### src/rtl/mcu_int_pkg.sv
`default_nettype none
// ============================================================================
//  Module   : mcu_int_pkg
//  Brief    : Shared types and constants for the MCU interrupt controller.
//  Revision : 1.0  initial release
// ============================================================================
package mcu_int_pkg;

  localparam int NUM_SRC  = 8;

  // Fixed source assignments on the controller inputs
  localparam int INT_SYS  = 0;
  localparam int INT_SDC  = 1;
  localparam int INT_HID  = 2;
  localparam int INT_PORT = 3;

  typedef enum logic [1:0] {
    IDLE   = 2'd0,
    ACTIVE = 2'd1,
    GAP    = 2'd2
  } int_state_t;

  // Index of the lowest set bit; 0 when the vector is empty
  function automatic logic [2:0] lowest_idx(input logic [NUM_SRC-1:0] v);
    logic [2:0] r;
    r = 3'd0;
    for (int i = NUM_SRC - 1; i >= 0; i--) begin
      if (v[i]) r = 3'(i);
    end
    return r;
  endfunction

endpackage
`default_nettype wire

### src/rtl/int_src_cell.sv
`default_nettype none
// ============================================================================
//  Module   : int_src_cell
//  Brief    : One interrupt source: edge/level capture, sticky pending bit,
//             lost-event flag and acknowledge pulse back to the source.
//  Revision : 1.0  initial release
// ============================================================================
module int_src_cell #(
  parameter bit EDGE = 1'b0
) (
  input  logic clk,
  input  logic reset,
  input  logic i_src,
  input  logic i_ack,
  input  logic i_lost_clr,
  output logic o_pend,
  output logic o_lost,
  output logic o_src_ack
);

  logic r_prev;
  logic r_pend;
  logic r_lost;
  logic r_src_ack;

  logic w_rise;
  logic w_set;
  logic w_hit;
  logic w_lost_set;

  assign w_rise     = i_src & ~r_prev;
  assign w_set      = EDGE ? w_rise : i_src;
  // An acknowledge only counts against a bit that is actually pending
  assign w_hit      = i_ack & r_pend;
  // A fresh edge on an already pending, un-acked bit means an event merged away
  assign w_lost_set = EDGE & w_rise & r_pend & ~i_ack;

  // History of the request line; tracks it during reset so a line held high
  // across reset release does not look like a new edge
  always_ff @(posedge clk) begin
    r_prev <= i_src;
  end

  // Pending / lost / ack state; a new request beats a simultaneous ack or clear
  always_ff @(posedge clk) begin
    if (reset) begin
      r_pend    <= 1'b0;
      r_lost    <= 1'b0;
      r_src_ack <= 1'b0;
    end else begin
      r_pend    <= w_set | (r_pend & ~w_hit);
      r_src_ack <= w_hit;
      r_lost    <= w_lost_set | (r_lost & ~i_lost_clr);
    end
  end

  assign o_pend    = r_pend;
  assign o_lost    = r_lost;
  assign o_src_ack = r_src_ack;

endmodule
`default_nettype wire

### src/rtl/mcu_int_ctrl.sv
`default_nettype none
// ============================================================================
//  Module   : mcu_int_ctrl
//  Brief    : Interrupt controller feeding the MCU int_in/int_ack interface.
//             Masked pending requests are forwarded while ACTIVE; every ack
//             forces a quiet gap so the MCU pin always sees a fresh edge.
//  Revision : 1.0  initial release
// ============================================================================
module mcu_int_ctrl
  import mcu_int_pkg::*;
#(
  parameter logic [NUM_SRC-1:0] EDGE_MASK = 8'b0000_0000,
  parameter int                 HOLDOFF   = 16
) (
  input  logic               clk,
  input  logic               reset,
  input  logic [NUM_SRC-1:0] i_src_in,
  input  logic [NUM_SRC-1:0] i_mask,
  input  logic [NUM_SRC-1:0] i_int_ack,
  input  logic [NUM_SRC-1:0] i_lost_clr,
  output logic [NUM_SRC-1:0] o_int_pending,
  output logic [NUM_SRC-1:0] o_src_ack,
  output logic [NUM_SRC-1:0] o_lost,
  output logic [2:0]         o_active_src,
  output logic               o_int_any
);

  localparam int                  c_CNT_W    = (HOLDOFF > 1) ? $clog2(HOLDOFF) : 1;
  localparam logic [c_CNT_W-1:0] c_GAP_LOAD =
    c_CNT_W'((HOLDOFF > 0) ? HOLDOFF - 1 : 0);

  int_state_t         r_state;
  int_state_t         w_state_nxt;
  logic [c_CNT_W-1:0] r_cnt;
  logic [c_CNT_W-1:0] w_cnt_nxt;

  logic [NUM_SRC-1:0] w_pend;
  logic [NUM_SRC-1:0] w_req;
  logic               w_any;
  logic               w_ack_hit;

  for (genvar gi = 0; gi < NUM_SRC; gi++) begin : g_src
    int_src_cell #(
      .EDGE (EDGE_MASK[gi])
    ) u_cell (
      .clk        (clk),
      .reset      (reset),
      .i_src      (i_src_in[gi]),
      .i_ack      (i_int_ack[gi]),
      .i_lost_clr (i_lost_clr[gi]),
      .o_pend     (w_pend[gi]),
      .o_lost     (o_lost[gi]),
      .o_src_ack  (o_src_ack[gi])
    );
  end

  assign w_req     = w_pend & i_mask;
  assign w_any     = |w_req;
  assign w_ack_hit = |(i_int_ack & w_pend);

  // State and gap counter registers
  always_ff @(posedge clk) begin
    if (reset) begin
      r_state <= IDLE;
      r_cnt   <= '0;
    end else begin
      r_state <= w_state_nxt;
      r_cnt   <= w_cnt_nxt;
    end
  end

  // Next-state logic: an ack ends the ACTIVE phase, masking everything away too
  always_comb begin
    w_state_nxt = r_state;
    w_cnt_nxt   = r_cnt;
    case (r_state)
      IDLE: begin
        if (w_any) w_state_nxt = ACTIVE;
      end
      ACTIVE: begin
        if (w_ack_hit) begin
          if (HOLDOFF > 0) begin
            w_state_nxt = GAP;
            w_cnt_nxt   = c_GAP_LOAD;
          end else begin
            w_state_nxt = IDLE;
          end
        end else if (!w_any) begin
          w_state_nxt = IDLE;
        end
      end
      GAP: begin
        if (r_cnt == '0) begin
          w_state_nxt = IDLE;
        end else begin
          w_cnt_nxt = r_cnt - c_CNT_W'(1);
        end
      end
      default: begin
        w_state_nxt = IDLE;
        w_cnt_nxt   = '0;
      end
    endcase
  end

  // Outputs: the MCU only sees requests while ACTIVE; status is state-independent
  always_comb begin
    o_int_pending = '0;
    if (r_state == ACTIVE) o_int_pending = w_req;
    o_active_src  = lowest_idx(w_req);
    o_int_any     = w_any;
  end

endmodule
`default_nettype wire

### config.mk
export PLATFORM = sky130hd
export DESIGN_NAME = mcu_int_ctrl
export DESIGN_NICKNAME = d
export VERILOG_FILES = /design/src/rtl/mcu_int_pkg.sv /design/src/rtl/int_src_cell.sv /design/src/rtl/mcu_int_ctrl.sv
export SDC_FILE = /design/constraint.sdc
export NUM_CORES = 1
export LEC_CHECK = 0
export CELL_PAD_IN_SITES_DETAIL_PLACEMENT = 1
export CELL_PAD_IN_SITES_GLOBAL_PLACEMENT = 1
export CORE_UTILIZATION = 32
export DETAILED_ROUTE_END_ITERATION = 10
export PLACE_DENSITY_LB_ADDON = 0.1
export SLEW_MARGIN = 20
export SYNTH_ARGS = -nofsm -noshare
export SYNTH_HDL_FRONTEND = slang
export SYNTH_HIERARCHICAL = 1
export SYNTH_SLANG_ARGS = --single-unit
### constraint.sdc
create_clock -name clk -period 3.9 [get_ports clk]
set_input_delay 1.17 -clock clk [delete_from_list [all_inputs] [get_ports clk]]
set_output_delay 1.17 -clock clk [all_outputs]
set_load 0.03 [all_outputs]
==> flow_summary.json <==
{
  "outcome": "finished clean",
  "io_buffers": 61,
  "path_class": "input port to output pin",
  "slew_headroom_pct": 56.8,
  "crit_buf_inv": 4,
  "gr-total-overflow": 0,
  "hold_path_depth": 1,
  "die_h_um": 68.4,
  "synth_area_sq_um": 1410,
  "skew_ns": 0.00511,
  "fp.coreArea_sq_um": 4120,
  "synth-edff-count": 0,
  "fin_total_pwr_mw": 0.837,
  "cts_buffers": 5,
  "routed_wl_um": 4200,
  "fin_nets": 269,
  "peakVddDrop_mv": 0.186,
  "rrSetupSlack_ns": 2.22,
  "routedWlPerCell_um": 15.0,
  "die_area_sq_um": 4670,
  "via_count": 1403,
  "max_stage_delay_ns": 0.44,
  "finalSetupViolCount": 0,
  "worstPathMaxFanout": 3,
  "crit_chain": "clkdlybuf4s50_1, buf_4, a22oi_1, nand2_1, nor3_4, inv_1, buf_4",
  "grt_pass1_vias": 1471,
  "io_pins": 62,
  "power_switching_mw": 0.262,
  "final_common_cell": "clkdlybuf4s50_1",
  "cp_common_cell": "buf_4",
  "synth_cell_types": 35,
  "r2r_cells": 6,
  "post_cts_buffers": 0,
  "ys_ff_latch": 30,
  "end_kind": "output pin",
  "combPwrFrac_pct": 29.0,
  "finalCritPeriodShare_pct": 98.1,
  "cts_root_buffer": "clkbuf_8",
  "whs_ns": 0.470,
  "r2r_start": "r_state[0]",
  "avgSynthCellArea_sq_um": 8.86,
  "power_density_nw_per_um2": 382,
  "grt_antenna_before_repair": 0,
  "cts-htree-levels": 2,
  "clk_pin_slew_ns": 0.06,
  "gp_congestion": 0.784,
  "viasPerCell": 4.99,
  "final_cell_mix": "clkdlybuf4s50_1, dfxtp_1, nand2_1",
  "met3_length_um": 266,
  "clkLatencyLatePin_ns": 0.28,
  "syn_to_final_growth_pct": 55.4,
  "cpLargestDelayFamily": "buffers and inverters",
  "holdPathEnd": "g_src[1].u_cell/o_lost",
  "p_int_mw": 0.575,
  "syn_nets": 198,
  "cap_violations": 0,
  "clock_sinks": 30,
  "routed.top_layer": "met4",
  "p_leak_nw": 0.873,
  "cp_slowest_cell": "clkdlybuf4s50_1",
  "r2r-end": "r_cnt[1]",
  "clock_path_buffers": 2,
  "p_sw_share_pct": 31.3,
  "cp.required_ns": 2.73,
  "drc": 0,
  "place_hpwl_um": 3230,
  "tns_ns": 0,
  "finalHoldViolCount": 0,
  "max_freq_ghz": 0.261,
  "die_x_um": 68.4,
  "postSynthCellCount": 159,
  "hold_path.class": "flop to flop",
  "yosys_warnings": 6,
  "slew_violations": 0,
  "wl_met1_um": 1740,
  "final_antenna_net_count": 0,
  "synth_ff_type": "dfxtp_1",
  "arrival_ns": 2.65,
  "clockPowerShare_pct": 30.5,
  "row_count": 23,
  "start_util_pct": 34.2,
  "cts_tree": "yes",
  "route.met2.wl_um": 2110,
  "synth-async-reset-ratio_pct": 0,
  "drive_above_1_share_pct": 12.6,
  "finish.utilization_pct": 53.2,
  "pwr-share-seq_pct": 40.5,
  "period_needed_ns": 3.82,
  "drt-pass1-iter-count": 4,
  "diodes": 0,
  "synth-seq-area-share_pct": 42.6,
  "grt_first_pass_wirelength_um": 6510,
  "grt_usage_pct": 19.4,
  "startpoint_type": "input port",
  "grt_max_degree": 25,
  "drt-initial-drc-count": 33,
  "tightest_slew_ns": 0.647,
  "hp-start": "g_src[1].u_cell/o_lost"
}
==> synth_stat cells (2+ instances only) <==
master,instances,share of area [%]
nor2_1,10,2.7
a22oi_1,7,3.7
xor2_1,2,1.2
a21oi_2,8,5.0
dfxtp_1,30,43
a31oi_1,3,1.3
nor3b_1,8,4.3
nand2_1,18,4.8
a21o_1,2,1.1
ha_1,5,4.4
a21oi_1,5,1.8
nand3_1,5,1.8
nand4_1,2,0.89
nand2b_1,12,5.3
a21boi_1,2,1.1
inv_1,14,3.7
and3_1,8,3.6
==> cell type report <==
class	count	area [sq um]
Inverter	14	52.6
Multi-Input combinational cell	113	747
Timing Repair Buffer	66	636
Sequential cell	30	601
Clock inverter	1	5.00
Tap cell	50	62.6
Fill cell	485	1930
Clock buffer	7	86.3
==> worst reg2reg max path, stage by stage (launching register included) <==
cell and delay [ns]:
dfxtp_1 0.36, inv_1 0.09, ha_1 0.29, a31oi_1 0.25
a21boi_2 0.32, o211ai_1 0.14, a21oi_1 0.17
==> power groups by stage <==
stage	Clock, mW	Sequential, mW	Combinational, mW
4_1_cts	0.265	0.339	0.243
5_1_grt	0.281	0.341	0.265
2_1_floorplan	0	0.346	0.142
6_report	0.255	0.339	0.243
3_3_place_gp	0	0.344	0.231
3_5_place_dp	0	0.345	0.242
==> metal layers <==
metal / global-route usage, % / up-vias
li1: - / 697
met5: 0 / -
met3: 6.83 / 10
met2: 34.3 / 50
met1: 20.6 / 646
met4: 8.07 / 0
==> worst max path at each step <==
stage | start | endpoint | slack (ns) | depth (start not counted)
after global placement | i_mask[6] | o_active_src[0] | -0.28 | 7
after floorplan | i_mask[6] | o_active_src[0] | 0.66 | 5
after global routing | i_mask[3] | o_int_any | -0.004 | 7
after detailed placement | i_mask[6] | o_active_src[0] | -0.31 | 7
after CTS | i_mask[6] | o_active_src[0] | 0.07 | 7
final | i_mask[3] | o_int_any | 0.08 | 7
==> flip-flops by register name, summed over array words and instances, names as in the netlist <==
register / count
r_cnt: 4
g_src.u_cell/o_lost: 8
g_src.u_cell/o_pend: 8
g_src.u_cell/o_src_ack: 8
r_state: 2
==> cells by family after synthesis <==
group,Yosys count,share of synthesized area (%)
compound gates,36,19.4
xor+xnor,2,1.24
fa+ha+maj,5,4.44
buf+inv,16,4.80
flops,30,42.6
simple gates,70,27.5
==> stage by stage <==
step	worst slack, ns	instances	cell area, sq um
4_1_cts	0.0715	281	2180
6_report	0.0756	281	2190
3_3_place_gp	-0.277	273	2100
5_1_grt	-0.00418	281	2190
3_5_place_dp	-0.306	273	2100
2_1_floorplan	0.660	159	1410
==> repair_timing <==
action	4_1_cts	5_1_grt
endpoints found under the setup margin	1	1
gates resized for setup	5	1
hold buffers	0	0
Note: power is estimated with default switching activity, not from simulation.
